File: config.mk
export PLATFORM = sky130hd
export DESIGN_NAME = clk_div_ctrl
export DESIGN_NICKNAME = d
export VERILOG_FILES = /design/src/rtl/clk_div_ctrl.sv
export SDC_FILE = /design/constraint.sdc
export NUM_CORES = 1
export LEC_CHECK = 0
export BUFFER_PORTS_ARGS = -buffer_cell sky130_fd_sc_hd__buf_2
export CAP_MARGIN = 20
export CORE_MARGIN = 2
export CORE_UTILIZATION = 50
export DETAILED_ROUTE_END_ITERATION = 10
export PLACE_DENSITY = 0.7
export SLEW_MARGIN = 10
export SYNTH_ARGS = -nofsm -noshare
export SYNTH_HDL_FRONTEND = slang
export SYNTH_SLANG_ARGS = --single-unit
File: constraint.sdc
create_clock -name clk -period 3 [get_ports clk]
set_input_delay 0.15 -clock clk [delete_from_list [all_inputs] [get_ports clk]]
set_output_delay 0.15 -clock clk [all_outputs]
set_load 0.005 [all_outputs]
File: src/rtl/clk_div_ctrl.sv
// Programmable clock divider with a safe period-change handshake.
// clk_out is produced from a phase counter: a low phase of (period - period/2)
// cycles followed by a high phase of period/2 cycles. New periods are only
// applied at a high->low transition (or on stopping), so the output never
// shows a runt pulse. All outputs come straight from registers.
//
// Configuration handshake: a transfer happens on any cycle where
// cfg_valid && cfg_ready; cfg_ready depends on state only (low while a period
// change is pending); cfg_valid may be raised or dropped at any time; a
// transfer with cfg_period < 2 is consumed and answered with a one-cycle
// cfg_err pulse on the following cycle.
module clk_div_ctrl #(
    parameter int PW             = 8,
    parameter int DEFAULT_PERIOD = 8
) (
    input  logic          clk,
    input  logic          rst_n,
    input  logic          en,
    input  logic          cfg_valid,
    input  logic [PW-1:0] cfg_period,
    output logic          cfg_ready,
    output logic          cfg_err,
    output logic          clk_out,
    output logic          rise_tick,
    output logic          fall_tick,
    output logic          running,
    output logic [PW-1:0] cur_period,
    output logic [1:0]    dbg_state
);

    typedef enum logic [1:0] {
        ST_STOP = 2'd0,
        ST_RUN  = 2'd1,
        ST_PEND = 2'd2
    } state_e;

    state_e        state_q, state_d;
    logic [PW-1:0] cnt_q, cnt_d;
    logic [PW-1:0] pend_q, pend_d;
    logic [PW-1:0] cur_q, cur_d;
    logic          clk_q, clk_d;
    logic          rise_q, rise_d;
    logic          fall_q, fall_d;
    logic          err_q, err_d;

    logic [PW-1:0] high_len;
    logic [PW-1:0] low_len;
    logic [PW-1:0] phase_last;
    logic [PW-1:0] base_period;
    logic          at_end;
    logic          xfer;
    logic          legal;
    logic          take;

    // Phase bookkeeping and handshake decode.
    always_comb begin
        high_len    = cur_q >> 1;
        low_len     = cur_q - high_len;
        phase_last  = clk_q ? (high_len - PW'(1)) : (low_len - PW'(1));
        at_end      = (cnt_q == phase_last);
        xfer        = cfg_valid && (state_q != ST_PEND);
        legal       = (cfg_period >= PW'(2));
        take        = xfer && legal;
        // Period that takes effect when the current cycle ends a period.
        base_period = (state_q == ST_PEND) ? pend_q : cur_q;
    end

    // Next-state and next-output logic.
    always_comb begin
        state_d = state_q;
        cnt_d   = cnt_q;
        pend_d  = pend_q;
        cur_d   = cur_q;
        clk_d   = clk_q;
        rise_d  = 1'b0;
        fall_d  = 1'b0;
        err_d   = xfer && !legal;

        case (state_q)
            ST_STOP: begin
                cnt_d = '0;
                clk_d = 1'b0;
                if (take) cur_d = cfg_period;
                if (en) state_d = ST_RUN;
            end
            ST_RUN, ST_PEND: begin
                if (!clk_q && !en) begin
                    // Stopping in a low phase: truncate it, no high pulse.
                    state_d = ST_STOP;
                    cnt_d   = '0;
                    cur_d   = take ? cfg_period : base_period;
                end else if (at_end) begin
                    cnt_d  = '0;
                    clk_d  = !clk_q;
                    rise_d = !clk_q;
                    fall_d = clk_q;
                    if (clk_q) begin
                        // End of a full period: pending period takes effect.
                        cur_d = base_period;
                        if (!en) begin
                            state_d = ST_STOP;
                            if (take) cur_d = cfg_period;
                        end else if (take) begin
                            pend_d  = cfg_period;
                            state_d = ST_PEND;
                        end else begin
                            state_d = ST_RUN;
                        end
                    end else if (take) begin
                        pend_d  = cfg_period;
                        state_d = ST_PEND;
                    end
                end else begin
                    cnt_d = cnt_q + PW'(1);
                    if (take) begin
                        pend_d  = cfg_period;
                        state_d = ST_PEND;
                    end
                end
            end
            default: begin
                state_d = ST_STOP;
                cnt_d   = '0;
                clk_d   = 1'b0;
            end
        endcase
    end

    // State and output registers; reset aborts everything immediately.
    always_ff @(posedge clk or negedge rst_n) begin
        if (!rst_n) begin
            state_q <= ST_STOP;
            cnt_q   <= '0;
            pend_q  <= '0;
            cur_q   <= PW'(DEFAULT_PERIOD);
            clk_q   <= 1'b0;
            rise_q  <= 1'b0;
            fall_q  <= 1'b0;
            err_q   <= 1'b0;
        end else begin
            state_q <= state_d;
            cnt_q   <= cnt_d;
            pend_q  <= pend_d;
            cur_q   <= cur_d;
            clk_q   <= clk_d;
            rise_q  <= rise_d;
            fall_q  <= fall_d;
            err_q   <= err_d;
        end
    end

    assign cfg_ready  = (state_q != ST_PEND);
    assign cfg_err    = err_q;
    assign clk_out    = clk_q;
    assign rise_tick  = rise_q;
    assign fall_tick  = fall_q;
    assign running    = (state_q != ST_STOP);
    assign cur_period = cur_q;
    assign dbg_state  = state_q;

endmodule

Yosys cells after proc, flatten, opt, wreduce, memory -nomap -nowiden
Cells that the tools add are included.
{ "classes": {"n_addsub": 4, "n_lt_le_gt_ge": 1, "n_eq_ne": 11, "mux": 33, "n_bitwise": 1, "reduce_logical": 14} }
{ "ops": {"columns": ["op", "count"], "rows": [
  ["2-to-1 mux 8 bit", 15],
  ["case mux 8 bit (2 select lines)", 1],
  ["2-to-1 mux 2 bit", 7],
  ["!= test 2 bit, second input constant", 5],
  ["2-to-1 mux 1 bit", 9],
  ["!= test 3 bit, second input constant", 3],
  ["adder 8 x 1 -> 8 bit, second input constant", 1],
  ["equality test 8 bit", 1],
  [">= comparator 8 x 2 -> 1 bit, second input constant", 1],
  ["subtractor 7 x 1 -> 8 bit, second input constant", 1],
  ["subtractor 8 x 1 -> 8 bit, second input constant", 1],
  ["subtractor 8 x 7 -> 8 bit", 1],
  ["logical AND 1 bit", 4],
  ["case mux 2 bit (2 select lines)", 1],
  ["AND reduction 4 bit", 1],
  ["nonzero test 2 bit", 2],
  ["zero test 1 bit", 3],
  ["AND reduction 3 bit", 1],
  ["equality test 2 x 1 -> 1 bit, second input constant", 1],
  ["equality test 2 bit, second input constant", 1],
  ["zero test 2 bit", 1],
  ["AND reduction 2 bit", 1],
  ["OR reduction 2 bit", 1],
  ["inverter 1 bit", 1]
]} }
{ "word_totals": {"regBits": 30, "inputBits": 12, "output_inout_bits": 16} }

Logic depth before layout (Yosys ltp)
Gate-level depths: netlist (run 1).
{ "depth": {"ltp_word": 9, "depth_mapped": 10, "ltp_nobuf": 10} }

Least setup slack after synthesis (run 1)
OpenSTA, ideal clock, no wires.
{ "synth_timing": {"path_type": "flip-flop to flip-flop", "start": "reg cur_q[1] (netlist: cur_period[1])", "end": "reg cnt_q[2]", "setup_ns": 0.154, "arrival_time_ns": 2.663, "setup_slack_ns": 0.183, "stages_incl_launch_ff": 10, "n_path_buf": 0, "synth_period_minus_slack_ns": 2.817, "path_cell_list": "dfrtp_1 inv_1 ha_1 fa_1 o21ai_0 xnor2_1 a2111o_1 a211o_4 nor3b_4 nor3_1"} }
{ "synth_via": {"elab_chain_len": 7, "word_cells_on_any_way": 8} }
{ "synth_rtl": {"columns": ["item", "line", "source"], "rows": [
  ["from (decl)", "40", "logic [PW-1:0] cur_q, cur_d;"],
  ["from (signal assigned)", "135", "cur_q <= PW'(DEFAULT_PERIOD);"],
  ["from (signal assigned)", "144", "cur_q <= cur_d;"],
  ["subtractor 8 x 7 -> 8 bit", "58", "low_len = cur_q - high_len;"],
  ["subtractor 8 x 1 -> 8 bit", "59", "phase_last = clk_q ? (high_len - PW'(1)) : (low_len - PW'(1));"],
  ["2-to-1 mux 8 bit (*)", "59", null],
  ["equality test 8 bit (*)", "60", "at_end = (cnt_q == phase_last);"],
  ["2-to-1 mux 8 bit (*)", "92", "end else if (at_end) begin"],
  ["2-to-1 mux 8 bit (*)", "87", "if (!clk_q && !en) begin"],
  ["2-to-1 mux 8 bit (*)", "79", "case (state_q)"],
  ["via cnt_d[2]", "38", "logic [PW-1:0] cnt_q, cnt_d;"],
  ["to (signal assigned)", "142", "cnt_q <= cnt_d;"],
  ["to (decl)", "38", null]
]} }
Mark *: on every way through the listed nets, which the timed path passes. The rest lies on a longest branch.
A chain may end at the register's enable or synchronous reset.

Worst setup path in the final report (run 1)
{ "layout_timing": {"start": "reg cur_q[1] (netlist: cur_period[1])", "end": "reg cnt_q[6]"} }
The elaborated chain is that of the path after synthesis.

==> impl_metrics.json, run 1 <==
{
  "wl_um": 5140,
  "rr_startpoint": "cur_period[1]",
  "min_path_type": "in2reg",
  "grt_max_degree": 31,
  "hold_depth": 2,
  "drt_iter0_markers": 121,
  "synth_warnings": 0,
  "setup_ws_ns": 0.176,
  "antenna_found_initial": 0,
  "synth_top_area_cell": "dfrtp_1",
  "numCtsBuffers": 5,
  "finalHoldViolCount": 0,
  "ios": 28,
  "die-area_um2": 5090,
  "place_ws_ns": 0.0933,
  "track_usage_pct": 21.6,
  "synth_edf_count": 0,
  "coreArea_um2": 4350,
  "clock-sinks": 30,
  "fin_crit_sh_pct": 94.1,
  "whs_ns": 0.121,
  "grt_overflow_total": 0,
  "netlist_instances": 227,
  "reg2reg_to": "cnt_q[6]",
  "rsz0062_at_grt": "no",
  "areaGrowthSynthToFinish_pct": 17.6,
  "r2r_cells": 9,
  "seqCellArea_um2": 752,
  "power.total_uw": 3160,
  "synthXorXnorAreaFrac_pct": 8.49,
  "endpoint_kind": "flop",
  "placedCellCount": 312,
  "avgSynthCellArea_um2": 10.0,
  "grt_pass1_wl_um": 8580,
  "synth_fa_ha_area_share_pct": 10.8,
  "dpl.hpwl_um": 3940,
  "p_per_area_nw_per_um2": 1180,
  "vias": 1840,
  "tightest_slew_ns": 0.717,
  "synth.distinct_cells": 54,
  "muxShareOfSynthArea_pct": 5.29,
  "startpoint": "cur_period[1]",
  "finalCriticalPeriod_ns": 2.82,
  "place_congestion": 0.846,
  "num_rows": 24,
  "layout-drive-gt1-share_pct": 27.4,
  "cp.arrival_ns": 2.97,
  "min-delay-start": "cfg_period[2]",
  "ys_top_cells_by_area": "dfrtp_1 (32%), ha_1 (9.9%), o22a_1 (6.2%)",
  "antenna_left": 0,
  "multi_input_area_um2": 1470,
  "crit_path_start_kind": "flop",
  "vdd_drop_max_v": 0.000769,
  "io_buffers": 27,
  "critPathKind": "reg2reg",
  "yosysMostFrequentCell": "dfrtp_1",
  "clkSlewWorstSetupHoldPaths_ns": 0.06,
  "yosys.area_share.simple_pct": 17.9,
  "clock.fmax_ghz": 0.354,
  "htree_levels": 2,
  "cts_setup_buffers": 0,
  "syn-num-nets": 258,
  "ys_async_sr_fraction_pct": 100,
  "leakage_uw": 0.00117,
  "critPathMaxFanout": 8,
  "slew_viol_final": 0,
  "n_antenna_cell": 0,
  "holdPathEnd": "pend_q[2]",
  "synth_area_um2": 2270,
  "drc": 0,
  "ys_ff_latch": 30,
  "synth_top_family_by_area": "compound AO/OA/AOI/OAI gates",
  "vias_per_cell": 5.71,
  "tns_ns": 0,
  "cts_tree": "yes",
  "yosysTopAreaCellShare_pct": 32.0,
  "rrSetupSlack_ns": 0.18,
  "die_h_um": 71.4,
  "grt_pass1_vias": 1804,
  "clock-skew-final_ns": 0.00753,
  "synth_compound_area_share_pct": 20.5,
  "status": "finished, final reports clean",
  "slew_headroom_pct": 52.2,
  "clock_latency_ns": 0.28,
  "ys.flop_type": "dfrtp_1",
  "cts_root_buffer": "clkbuf_8",
  "clockBufferDepth": 2,
  "final_cells": 322,
  "drv_cap": 0,
  "initial_utilization_pct": 52.1,
  "nNetsFinal": 300,
  "first_pass_iters": 4,
  "synth_common_cells": "dfrtp_1 (29), ha_1 (18), inv_1 (18), o22a_1 (16), xnor2_1 (15)",
  "required_ns": 3.15,
  "final.fill_count": 370,
  "setup_violations": 0,
  "synth_seq_area_share_pct": 33.1,
  "avgRoutedWirePerCell_um": 16.0,
  "die_w_um": 71.4
}
## logic make-up (layout without fill, tap and decap cells)
group	after synthesis	in the layout
adder cells (fa/ha/maj)	19	19
buffers and inverters	23	66
flip-flops	30	30
multiplexers	11	11
XOR/XNOR	22	22
AND/OR/NAND/NOR	66	66
AO/OA/AOI/OAI	56	56
## registers in the layout, indices dropped and copies added, names as in the netlist
| register | flops |
|---|---|
| cnt_q | 8 |
| cur_period | 8 |
| pend_q | 8 |
| dbg_state | 2 |
| cfg_err | 1 |
| clk_out | 1 |
| fall_tick | 1 |
| rise_tick | 1 |
## report_power, final
group,leakage (uW),internal [uW],switching [uW]
clock network,0.0000482,185,148
registers,0.000376,543,96.0
logic,0.000745,991,1200
## routing by layer
| layer | wire length (um) | part of all wire (%) | global-route usage (%) | up-vias |
|---|---|---|---|---|
| met5 | 0 | 0 | 0 | - |
| met4 | 53 | 1.0 | 6.08 | 0 |
| met3 | 221 | 4.3 | 4.78 | 5 |
| met2 | 2450 | 48 | 34.8 | 34 |
| met1 | 2410 | 47 | 29.4 | 877 |
| li1 | - | - | - | 924 |
## worst max path at each step
stage / slack [ns] / cells past startpoint / to
after detailed placement: 0.09 / 9 / cnt_q[6]
final: 0.18 / 9 / cnt_q[6]
after global routing: 0.01 / 9 / cnt_q[5]
after global placement: 0.13 / 9 / cnt_q[2]
after CTS: 0.06 / 9 / cnt_q[6]
after floorplan: 0.18 / 9 / cnt_q[2]
## what timing repair did
action / in CTS / in global routing
hold buffers: 1 / 0
setup endpoints to repair: 0 / 17
hold endpoints to repair: 29 / 0
resized for setup: 0 / 14
## stage by stage
step / util [%] / area, um^2
finish: 61.3 / 2670
global route: 61.3 / 2670
CTS: 60.4 / 2630
detailed placement: 58.0 / 2530
global placement: 58.0 / 2530
floorplan: - / 2270
## cells in the final DEF, fill, tap and decap left out, drive strengths merged, types with 3 or more instances in the layout
cell type,instances
o31ai,3
o211ai,3
mux2,8
nor2,8
xor2,7
nand3,8
o22a,16
nor3,13
ha,18
o21ai,6
o41ai,3
dfrtp,29
inv,19
clkbuf,7
nand2b,3
a21oi,7
and3,4
xnor2,15
mux2i,3
nand2,8
or4,3
buf,38
nor2b,5
nor3b,5
o21a,4
## critical path, cell delays in order, from the launching register on
cell	delay [ns]
dfrtp_1	0.37
inv_1	0.10
ha_2	0.21
fa_2	0.44
o21ai_1	0.18
xnor2_1	0.08
a2111o_1	0.49
a211o_4	0.38
nor3b_4	0.34
nor3_1	0.11
## cell type report
type	instances	share of cell area (%)
clock buffer	7	3.23
clock inverter	1	0.187
multi-input combinational	174	54.9
timing repair buffer	39	8.43
tap	52	2.44
inverter	19	2.67
sequential	30	28.2
No activity file was read; power rests on OpenSTA's default activity.
==> inputs of run 2 (changes only) <==
--- a/config.mk
+++ b/config.mk
@@ -11,6 +11,7 @@
 export CORE_UTILIZATION = 50
 export DETAILED_ROUTE_END_ITERATION = 10
 export PLACE_DENSITY = 0.7
+export RECOVER_POWER = 50
 export SLEW_MARGIN = 10
 export SYNTH_ARGS = -nofsm -noshare
 export SYNTH_HDL_FRONTEND = slang
==> impl_metrics.json, run 2 (synthesis results as in run 1) <==
{
  "status": "finished, violations left",
  "violations": "max-capacitance violations, max-slew violations",
  "layout-drive-gt1-share_pct": 26.3,
  "slew_viol_final": 31,
  "dpl-instance-area_um2": 2530,
  "wl_um": 5140,
  "clock_latency_ns": 0.28,
  "grt_overflow_total": 0,
  "avgRoutedWirePerCell_um": 16.0,
  "htree_levels": 2,
  "power_frac_comb_pct": 69.2,
  "vias_per_cell": 5.71,
  "n_antenna_cell": 0,
  "critPathMaxFanout": 8,
  "finalCriticalPeriod_ns": 2.82,
  "track_usage_pct": 21.6,
  "whs_ns": 0.121,
  "cts_setup_buffers": 0,
  "p_per_area_nw_per_um2": 1180,
  "grt_max_degree": 31,
  "slew_headroom_pct": -14.7,
  "critPathKind": "reg2reg",
  "vdd_drop_max_v": 0.000769,
  "cts_root_buffer": "clkbuf_8",
  "rsz0062_at_grt": "no",
  "initial_utilization_pct": 52.1,
  "vias": 1840,
  "io_buffers": 27,
  "crit_path_start_kind": "flop",
  "setup_violations": 0,
  "coreArea_um2": 4350,
  "die_h_um": 71.4,
  "die_w_um": 71.4,
  "required_ns": 3.15,
  "final.fill_count": 372,
  "tns_ns": 0,
  "ios": 28,
  "final_cell_mix": "dfrtp_1 (29), buf_2 (25), inv_1 (17)",
  "clock.fmax_ghz": 0.354,
  "drv_cap": 1,
  "tightest_slew_ns": 1.72,
  "fin_crit_sh_pct": 94.1,
  "final_common_cell": "dfrtp_1",
  "leakage_uw": 0.00116,
  "p_clk_share_pct": 10.5,
  "clockBufferDepth": 2,
  "antenna_found_initial": 0,
  "min_path_type": "in2reg",
  "cts_tree": "yes",
  "num_rows": 24,
  "antenna_left": 0,
  "switching_power_uw": 1440,
  "clock-skew-final_ns": 0.00753,
  "clkSlewWorstSetupHoldPaths_ns": 0.06,
  "place_congestion": 0.846,
  "grt_pass1_vias": 1804,
  "p_int_uw": 1720,
  "first_pass_iters": 4,
  "numCtsBuffers": 5,
  "dpl.hpwl_um": 3940,
  "cp.arrival_ns": 2.97,
  "drc": 0,
  "final_area_um2": 2670,
  "nNetsFinal": 300,
  "die-area_um2": 5090,
  "grt_pass1_wl_um": 8580,
  "finalHoldViolCount": 0,
  "finalCoreUtilization_pct": 61.2,
  "clock-sinks": 30,
  "pwr-share-seq_pct": 20.2,
  "switching_share_pct": 45.6,
  "endpoint_kind": "flop",
  "drt_iter0_markers": 121,
  "areaGrowthSynthToFinish_pct": 17.5,
  "power.total_uw": 3160
}
## run 2: worst paths after layout
kind                                     from         to  slack [ns]  depth (start not counted)
max in group asynchronous               rst_n  pend_q[1]        1.14                          2
worst max register to register  cur_period[1]   cnt_q[6]        0.18                          9
worst max-delay path            cur_period[1]   cnt_q[6]        0.18                          9
worst min register to register      pend_q[2]  pend_q[2]        0.49                          1
min in group asynchronous               rst_n   cnt_q[4]        0.86                          2
worst min-delay path            cfg_period[2]  pend_q[2]        0.12                          2
## run 2: power groups by stage
stage	Combinational [uW]	Clock, uW	Sequential [uW]
3_5_place_dp	2070	0	644
4_1_cts	2090	342	637
6_report	2180	333	639
3_3_place_gp	2040	0	638
5_1_grt	2390	362	657
2_1_floorplan	1530	0	659
## run 2: area by class of cell
class                           count  area, um^2  share of cell area (%)
Clock buffer                        7        86.3                    3.24
Clock inverter                      1        5.00                   0.188
Inverter                           19        71.3                    2.67
Multi-Input combinational cell    174        1470                    55.0
Sequential cell                    30         752                    28.2
Tap cell                           52        65.1                    2.44
Timing Repair Buffer               39         221                    8.31
## run 2: repair_timing
item                                    4_1_cts  5_1_grt
resized for setup                             0       14
hold buffers                                  1        0
endpoints found under the hold margin        29        0
endpoints found under the setup margin        0       17
## run 2: per-stage QoR
| step | worst slack, ns | cells |
|---|---|---|
| detailed placement | 0.0933 | 312 |
| CTS | 0.0622 | 321 |
| global placement | 0.132 | 312 |
| finish | 0.176 | 322 |
| floorplan | 0.183 | 227 |
| global route | 0.0110 | 322 |
## run 2: routing by layer
metal / wire (um) / vias to the layer above / share of wire (%) / GRT usage, %
met2: 2450 / 34 / 48 / 34.8
met5: 0 / - / 0 / 0
met4: 53 / 0 / 1.0 / 6.08
met3: 221 / 5 / 4.3 / 4.78
li1: - / 924 / - / -
met1: 2410 / 877 / 47 / 29.4
## run 2: worst max-delay path, cell delays in order, from the launching register on
cell      delay [ns]
dfrtp_1         0.37
inv_1           0.10
ha_2            0.21
fa_2            0.44
o21ai_1         0.18
xnor2_1         0.08
a2111o_1        0.49
a211o_4         0.38
nor3b_4         0.34
nor3_1          0.11
==> inputs of run 3 (changes only) <==
--- a/config.mk
+++ b/config.mk
@@ -12,6 +12,7 @@
 export DETAILED_ROUTE_END_ITERATION = 10
 export PLACE_DENSITY = 0.7
 export RECOVER_POWER = 50
+export SETUP_SLACK_MARGIN = 0.2
 export SLEW_MARGIN = 10
 export SYNTH_ARGS = -nofsm -noshare
 export SYNTH_HDL_FRONTEND = slang
==> impl_metrics.json, run 3 (synthesis results as in run 1) <==
{
  "grt_pass1_wl_um": 8930,
  "tightest_slew_ns": 1.70,
  "final.fill_count": 335,
  "num_rows": 24,
  "first_pass_iters": 4,
  "cp.arrival_ns": 2.90,
  "antenna_found_initial": 0,
  "coreArea_um2": 4350,
  "finalCriticalPeriod_ns": 2.74,
  "critPathMaxFanout": 8,
  "die_h_um": 71.4,
  "avgRoutedWirePerCell_um": 16.3,
  "vdd_drop_max_v": 0.000710,
  "final_area_um2": 2790,
  "setup_violations": 0,
  "areaGrowthSynthToFinish_pct": 23.0,
  "fin_crit_sh_pct": 91.2,
  "critPathKind": "reg2reg",
  "slew_viol_final": 31,
  "n_antenna_cell": 0,
  "p_per_area_nw_per_um2": 1220,
  "numCtsBuffers": 5,
  "nNetsFinal": 306,
  "track_usage_pct": 22.4,
  "endpoint_kind": "flop",
  "critPathBufInv": 3,
  "final_common_cell": "dfrtp_1",
  "ios": 28,
  "status": "finished, violations left",
  "critical_path.cell_chain": "buf_4, fa_2, o21ai_2, xnor2_1, a2111o_1, buf_4, nor3_4, a21oi_2, buf_6, mux2_1",
  "antenna_left": 0,
  "multi_input_area_um2": 1540,
  "clock-sinks": 30,
  "die_w_um": 71.4,
  "critPathMaxStageDelay_ns": 0.57,
  "slew_headroom_pct": -13.1,
  "seqCellArea_um2": 753,
  "clock_latency_ns": 0.29,
  "cp_top_family": "compound AO/OA/AOI/OAI gates",
  "drc": 0,
  "place_congestion": 0.880,
  "grt_pass1_vias": 1848,
  "final_cell_mix": "dfrtp_1 (28), buf_2 (26), o22a_1 (16)",
  "die-area_um2": 5090,
  "critPathSlowestCell": "fa_2",
  "vias_per_cell": 5.74,
  "clkSlewWorstSetupHoldPaths_ns": 0.06,
  "dpl-instance-area_um2": 2520,
  "finalHoldViolCount": 0,
  "crit_top_cell": "buf_4",
  "initial_utilization_pct": 52.1,
  "clock.fmax_ghz": 0.365,
  "tns_ns": 0,
  "vias": 1884,
  "crit_path_start_kind": "flop",
  "layout-drive-gt1-share_pct": 31.2,
  "rsz0062_at_grt": "yes",
  "min_path_type": "in2reg",
  "leakage_uw": 0.00120,
  "grt_overflow_total": 0,
  "cts_root_buffer": "clkbuf_8",
  "io_buffers": 27,
  "wl_um": 5360,
  "drv_cap": 1,
  "required_ns": 3.17,
  "grt_max_degree": 31,
  "violations": "max-capacitance violations, max-slew violations",
  "clockBufferDepth": 2,
  "htree_levels": 2,
  "cts_tree": "yes",
  "drt_iter0_markers": 95,
  "clock-skew-final_ns": 0.0130,
  "dpl.hpwl_um": 3890
}
## run 3: changes by cell type in the layout (fill, tap and decap cells not counted), moves of 2 or more
| cell | previous run | this run |
|---|---|---|
| ha_2 | 4 | 2 |
| buf_6 | 0 | 2 |
| buf_4 | 10 | 14 |
| inv_1 | 17 | 15 |
| inv_2 | 2 | 4 |
| ha_4 | 0 | 3 |
## run 3: report_power, final
group	switching (uW)	total (uW)	internal [uW]
Clock	152	337	185
Combinational	1270	2420	1150
Sequential	112	656	544
Total	1530	3420	1880
## run 3: layout make-up
type                    count  area share (%)
clock buffers               7            3.09
clock inverters             1           0.179
inverters                  19            2.55
multi-input cells         174            55.0
flip-flops and latches     30            27.0
well taps                  52            2.33
repair buffers             45            9.86
## run 3: stage by stage
stage / utilization (%) / cells / setup WS (ns) / power, uW / hold WS [ns]
after floorplan: - / 227 / 0.201 / 2190 / -0.146
after global placement: 57.9 / 311 / 0.0870 / 2690 / 0.231
after detailed placement: 57.9 / 311 / 0.0581 / 2710 / 0.236
after CTS: 61.4 / 321 / 0.227 / 3140 / 0.102
after global routing: 64.1 / 328 / 0.145 / 3700 / 0.107
final: 64.1 / 328 / 0.264 / 3420 / 0.110
## run 3: timing repair
action,CTS,global route
pin swaps,5,8
endpoints found under the setup margin,27,27
hold buffers,1,0
setup buffers,1,6
resized for setup,11,20
hold endpoints to repair,29,0
## run 3: final timing paths
path	endpoint	startpoint	cells past startpoint	slack [ns]
worst max-delay path	pend_q[2]	cur_period[1]	10	0.26
worst min-delay path	pend_q[2]	cfg_period[2]	2	0.11
worst max register to register	pend_q[2]	cur_period[1]	10	0.26
worst min register to register	pend_q[2]	pend_q[2]	1	0.50
max in group asynchronous	cur_period[5]	rst_n	2	1.04
min in group asynchronous	dbg_state[0]	rst_n	2	0.85
## run 3: metal layers
metal  GRT usage, %  routed length (um)  up-vias
met1           29.9                2490      913
li1               -                   -      933
met4           6.71                  46        0
met5              0                   0        -
met2           36.9                2630       32
met3           4.50                 187        6
## run 3: worst register-to-register path: cells and delay by family, from the launching register on
family	cells	cell delay [ns]
xor+xnor	1	0.14
fa+ha+maj	1	0.57
simple gates	1	0.12
buf+inv	3	0.48
compound gates	3	0.62
mux	1	0.30
flops	1	0.38
